### src/rtl/alu_pkg.sv
// Shared ALU definitions: option codes, muldiv FSM state encoding, default width.
// Optional divide path of muldiv is controlled by macro MULDIV_DIV_EN.
package alu_pkg;

  localparam int unsigned MULDIV_WIDTH = 32;

  localparam logic [3:0] OP_ADD = 4'b0000;
  localparam logic [3:0] OP_SUB = 4'b0001;
  localparam logic [3:0] OP_AND = 4'b0010;
  localparam logic [3:0] OP_OR  = 4'b0011;
  localparam logic [3:0] OP_XOR = 4'b0100;
  localparam logic [3:0] OP_SLL = 4'b0101;
  localparam logic [3:0] OP_SRL = 4'b0110;
  localparam logic [3:0] OP_SLT = 4'b0111;
  localparam logic [3:0] OP_MUL = 4'b1000;
  localparam logic [3:0] OP_DIV = 4'b1001;

  typedef enum logic [1:0] {
    MD_IDLE = 2'd0,
    MD_CALC = 2'd1,
    MD_DONE = 2'd2
  } muldiv_state_e;

endpackage

### src/rtl/muldiv_step.sv
// One combinational iteration of the multi-cycle muldiv: shift-add multiply
// or restoring divide on a {hi,lo} accumulator. Divide only with MULDIV_DIV_EN.
module muldiv_step
  import alu_pkg::*;
#(
  parameter int unsigned WIDTH = MULDIV_WIDTH
) (
  input  logic [3:0]         op,
  input  logic [2*WIDTH-1:0] acc,
  input  logic [WIDTH-1:0]   operand,
  output logic [2*WIDTH-1:0] acc_next
);

  // Multiply: acc = {partial product, remaining multiplier bits}.
  logic [WIDTH:0] add_sum;
  assign add_sum = {1'b0, acc[2*WIDTH-1:WIDTH]} + {1'b0, operand};

`ifdef MULDIV_DIV_EN
  // Divide: acc = {remainder, dividend bits / quotient bits}.
  logic [WIDTH:0] rem_shift;
  logic [WIDTH:0] rem_diff;
  assign rem_shift = acc[2*WIDTH-1:WIDTH-1];
  assign rem_diff  = rem_shift - {1'b0, operand};
`endif

  // Select one iteration of the active operation.
  always_comb begin
    acc_next = acc;
    if (op == OP_MUL) begin
      if (acc[0]) acc_next = {add_sum, acc[WIDTH-1:1]};
      else        acc_next = {1'b0, acc[2*WIDTH-1:1]};
    end
`ifdef MULDIV_DIV_EN
    else if (op == OP_DIV) begin
      // Bit WIDTH of the difference is the borrow: set means restore.
      if (!rem_diff[WIDTH]) acc_next = {rem_diff[WIDTH-1:0], acc[WIDTH-2:0], 1'b1};
      else                  acc_next = {rem_shift[WIDTH-1:0], acc[WIDTH-2:0], 1'b0};
    end
`endif
  end

endmodule

### src/rtl/muldiv_sequencer.sv
// Multi-cycle unsigned multiply/divide sequencer: IDLE -> CALC (WIDTH cycles)
// -> DONE. Divide path present only when macro MULDIV_DIV_EN is defined.
module muldiv_sequencer
  import alu_pkg::*;
#(
  parameter int unsigned WIDTH = MULDIV_WIDTH
) (
  input  logic             clk,
  input  logic             rst,
  input  logic             start,
  input  logic [3:0]       option,
  input  logic [WIDTH-1:0] oprd1,
  input  logic [WIDTH-1:0] oprd2,
  output logic             busy,
  output logic             done,
  output logic             err,
  output logic             zero,
  output logic [WIDTH-1:0] hi,
  output logic [WIDTH-1:0] lo
);

  localparam int unsigned CW = $clog2(WIDTH + 1);

  muldiv_state_e      state;
  logic [CW-1:0]      cnt;
  logic [3:0]         op_q;
  logic [WIDTH-1:0]   operand_q;
  logic [2*WIDTH-1:0] acc_q;
  logic [2*WIDTH-1:0] acc_next;

  muldiv_step #(.WIDTH(WIDTH)) u_step (
    .op       (op_q),
    .acc      (acc_q),
    .operand  (operand_q),
    .acc_next (acc_next)
  );

  // FSM, iteration counter, operand latches and registered result outputs.
  always_ff @(posedge clk) begin
    if (rst) begin
      state     <= MD_IDLE;
      cnt       <= '0;
      op_q      <= '0;
      operand_q <= '0;
      acc_q     <= '0;
      busy      <= 1'b0;
      done      <= 1'b0;
      err       <= 1'b0;
      zero      <= 1'b0;
      hi        <= '0;
      lo        <= '0;
    end else begin
      done <= 1'b0;
      case (state)
        MD_IDLE: begin
          if (start && option == OP_MUL) begin
            op_q      <= option;
            operand_q <= oprd1;
            acc_q     <= {{WIDTH{1'b0}}, oprd2};
            cnt       <= '0;
            busy      <= 1'b1;
            state     <= MD_CALC;
          end else if (start && option == OP_DIV) begin
`ifdef MULDIV_DIV_EN
            if (oprd2 == '0) begin
              busy  <= 1'b1;
              done  <= 1'b1;
              err   <= 1'b1;
              zero  <= 1'b0;
              hi    <= oprd1;
              lo    <= '1;
              state <= MD_DONE;
            end else begin
              op_q      <= option;
              operand_q <= oprd2;
              acc_q     <= {{WIDTH{1'b0}}, oprd1};
              cnt       <= '0;
              busy      <= 1'b1;
              state     <= MD_CALC;
            end
`else
            busy  <= 1'b1;
            done  <= 1'b1;
            err   <= 1'b1;
            zero  <= 1'b1;
            hi    <= '0;
            lo    <= '0;
            state <= MD_DONE;
`endif
          end
        end
        MD_CALC: begin
          acc_q <= acc_next;
          cnt   <= cnt + 1'b1;
          if (cnt == CW'(WIDTH - 1)) begin
            done  <= 1'b1;
            err   <= 1'b0;
            hi    <= acc_next[2*WIDTH-1:WIDTH];
            lo    <= acc_next[WIDTH-1:0];
            zero  <= (acc_next[WIDTH-1:0] == '0);
            state <= MD_DONE;
          end
        end
        MD_DONE: begin
          busy  <= 1'b0;
          state <= MD_IDLE;
        end
        default: begin
          busy  <= 1'b0;
          state <= MD_IDLE;
        end
      endcase
    end
  end

endmodule

### config.mk
export PLATFORM = sky130hd
export DESIGN_NAME = muldiv_sequencer
export DESIGN_NICKNAME = d
export VERILOG_FILES = /design/src/rtl/alu_pkg.sv /design/src/rtl/muldiv_step.sv /design/src/rtl/muldiv_sequencer.sv
export SDC_FILE = /design/constraint.sdc
export NUM_CORES = 1
export LEC_CHECK = 0
export ABC_AREA = 1
export CAP_MARGIN = 5
export CORE_ASPECT_RATIO = 0.5
export CORE_MARGIN = 2
export CORE_UTILIZATION = 50
export CTS_CLUSTER_DIAMETER = 200
export DETAILED_ROUTE_END_ITERATION = 10
export GPL_ROUTABILITY_DRIVEN = 0
export PLACE_DENSITY = 0.83
export SYNTH_ARGS = -nofsm -noshare
export SYNTH_HDL_FRONTEND = slang
export SYNTH_SLANG_ARGS = --single-unit
### constraint.sdc
create_clock -name clk -period 4.2 [get_ports clk]
set_input_delay 1.26 -clock clk [delete_from_list [all_inputs] [get_ports clk]]
set_output_delay 1.26 -clock clk [all_outputs]
set_load 0.1 [all_outputs]
==> run summary <==
==========================================================================================
CP max FO                                                                                2
Worst-case headroom to the max-slew limit                                            32.7%
Post-route total power                                                             3670 uW
Critical Path, Cell by Cell                                                   clkdlybuf4s50_1
Flip-flop and latch count after synthesis                                              176
Layout cells sized above 1                                                           8.88%
Family with the most delay on the worst path                                  buffers and inverters
Max-cap violations                                                                       0
Floorplan Core Area                                                            0.0195 mm^2
Total gr overflow                                                                        0
Final Slew Violations                                                                    0
Transition at the pin with the smallest max-transition slack                       1010 ps
Status                                                                        finished clean
Cell depth of the worst flop-to-flop path                                               17
Worst slack at placement                                                            792 ps
Area share of fa/ha/maj cells after synthesis                                        4.37%
RSZ-0062 raised after global routing                                                    no
Power per cell area                                                            304 mW/mm^2
Post-Syn Area per Cell                                                           6.69 um^2
Global-route wire length before repair                                            46400 um
Die Wd                                                                              203 um
Die Span Y                                                                          104 um
Setup skew after layout                                                            12.6 ps
Number of antenna violations at the first check in global routing                        0
Parity-gate share of the synthesized area counting xor and xnor cells                1.33%
Initial Util                                                                         51.0%
Clock latency at the later pin of the worst-skew pair                               450 ps
Critical-path cell with the highest stage delay                               clkdlybuf4s50_1
Post-CTS sizing                                                                          0
Critical Setup Path Class                                                       reg -> out
Number of nets produced by synthesis                                                  1588
Simple-gate area share of the yosys netlist                                          29.6%
Antenna Violating Nets Remaining                                                         0
Mapped Area                                                                   0.00991 mm^2
Drt wl/cell                                                                        15.2 um
Post-Syn Instances                                                                    1483
Clock edge transition at the registers on the reported setup and hold paths          70 ps
Port bufs                                                                              138
Worst setup margin                                                                  957 ps
Total count of hold-check failures in the final report                                   0
Type of element capturing the critical path                                    output port
Mux share of post-synthesis cell area                                               0.202%
Hold Path Origin                                                                   op_q[2]
Achievable clock frequency                                                       0.308 GHz
Share of the clock period used by the worst path                                     77.2%
Number of top-level pins                                                               139
Total of endpoints with negative setup slack in the final report                         0
CTS hold repair buffers                                                                  0
Clock tree from TritonCTS                                                            built
Worst voltage drop across the vdd grid                                          0.000279 V
Layout Cells excl Fill                                                                1865
Total via count after detailed routing                                               10.1k
Vias in the first global route                                                        9541
Ant. Diodes                                                                              0
Main combinational cell family by area after synthesis                        simple AND/OR/NAND/NOR gates
Final wirelength                                                                  28300 um
Drt via density                                                                       5.40
Fin nets                                                                              1691
Slack of the worst reg-to-reg path                                                 1620 ps
CTS max path bufs                                                                        2
Required time of the critical path                                                 2940 ps
Endpoint of the worst register-to-register path                                  acc_q[53]
Depth of the CTS H-tree                                                                  4
Hold path depth                                                                          2
Placed wire-length estimate after detailed placement                              20300 um
Die area                                                                       0.0210 mm^2
Seq/Total Area, Yosys                                                                35.5%
Number of DRC markers in iteration 0                                                   915
Startpoint of the worst-slack reg-to-reg timing path                             acc_q[32]
Layout Area Growth over Synthesis                                                    21.7%
Number of warnings printed during yosys synthesis                                        0
Worst stage delay on the critical path                                             1150 ps
Number of placed instances with taps included                                         1833
Post-CTS setup repair buffer count                                                       0
Largest net degree at the start of global routing                                       73
Static leakage                                                                  0.00513 uW
Row count                                                                               36
Worst path arrival time                                                            1980 ps
Path type of the worst min-delay path                                           reg -> reg
Capture endpoint of the worst hold path                                            op_q[2]
Startpoint type of the worst setup path                                          flip-flop
First-pass DRT Iterations                                                                6
CTS Buf Count                                                                           17
Overall Global Routing Usage                                                         27.2%
Sink Count                                                                             176
Distinct cell type count after synthesis                                                39
Count of buffering cells on the critical path with inverters included                    1
Setup total negative slack                                                            0 ps
Synthesized-area fraction occupied by ao, oa, aoi and oai cells                      19.2%
Cell at the root of the clock tree                                               clkbuf_16
DR DRC count                                                                             0
Tmin final                                                                         3240 ps
==========================================================================================
[stage by stage]
step | utilization, % | cell area (um^2) | hold WS [ps]
5_1_grt | 62.0 | 12100 | 450
2_1_floorplan | - | 9910 | 408
3_5_place_dp | 58.7 | 11400 | 425
6_report | 62.0 | 12100 | 431
3_3_place_gp | 58.7 | 11400 | 417
4_1_cts | 62.0 | 12100 | 435
[flip-flops by register name, indices dropped and copies added (netlist names), 2 cells and up]
| signal | count |
|---|---|
| cnt | 6 |
| op_q | 4 |
| acc_q | 64 |
| operand_q | 32 |
| state | 2 |
| lo | 32 |
| hi | 32 |
[how the worst max path moves through the flow]
stage / end / cells past startpoint / slack, ps / start
global route: zero / 1 / 930 / zero
detailed placement: acc_q[18] / 9 / 790 / option[2]
floorplan: acc_q[10] / 10 / 1820 / option[2]
finish: hi[0] / 1 / 960 / hi[0]
global placement: acc_q[31] / 11 / 920 / option[2]
CTS: hi[13] / 1 / 950 / hi[13]
[cell families (layout without fill, tap and decap cells)]
group | count (synthesis) | count (layout)
xor+xnor | 15 | 15
flops | 176 | 176
mux | 2 | 2
fa+ha+maj | 34 | 34
compound gates | 311 | 311
buf+inv | 230 | 346
simple gates | 715 | 715
[synthesized netlist by cell type, drive strengths merged]
master  instances  share of area, %
nand3          46               2.3
nand3b          3              0.23
ha             33               4.2
a211oi          1             0.076
nor3            6              0.30
buf            29               2.1
xnor2          14               1.2
a21oi          96               4.8
a31oi          12              0.76
clkbuf         41               1.6
nand2         435                17
inv           160               6.1
mux2i           2              0.20
a221oi         20               1.8
fa              1              0.20
xor2            1             0.088
o21ai         169                11
o21bai          3              0.23
nand4          10              0.63
o211ai          9              0.68
or2            32               2.0
a21o            1             0.076
dfxtp         176                36
and2            3              0.19
nor2          180               7.3
[metal layers]
metal  share of wire (%)  vias up  global-route usage, %
li1                    -     4983                      -
met1                  44     4592                   36.4
met2                  44      426                   43.1
met3                 8.9       68                   5.82
met4                 2.5        0                   10.0
met5                   0        -                      0
[cell usage in the layout (no fill, tap or decap), drive strengths merged]
master,synthesis,final
nand2,435,435
ha,33,33
clkbuf,41,17
xnor2,14,14
and2,3,3
nor3,6,6
mux2i,2,2
o211ai,9,9
a211oi,1,1
inv,160,168
a21oi,96,96
xor2,1,1
o21ai,169,169
nand3b,3,3
clkinvlp,0,1
clkinv,0,3
o21bai,3,3
clkdlybuf4s50,0,137
dfxtp,176,176
a31oi,12,12
buf,29,17
a21o,1,1
fa,1,1
bufinv,0,3
nor2,180,180
nand4,10,10
or2,32,32
nand3,46,46
a221oi,20,20
[cell type report]
cell class	instances	area [um^2]
well taps	266	333
inverters	160	603
multi-input cells	1077	5440
clock inverters	15	216
clock buffers	17	425
repair buffers	154	1520
fillers	1708	7400
flip-flops and latches	176	3520
[power by group]
part	internal [uW]	leakage, uW	switching, uW
logic	107	0.00339	140
registers	1690	0.00142	11.9
clock network	968	0.000311	756
total	2760	0.00513	907
Power figures use the tool's default switching activity.
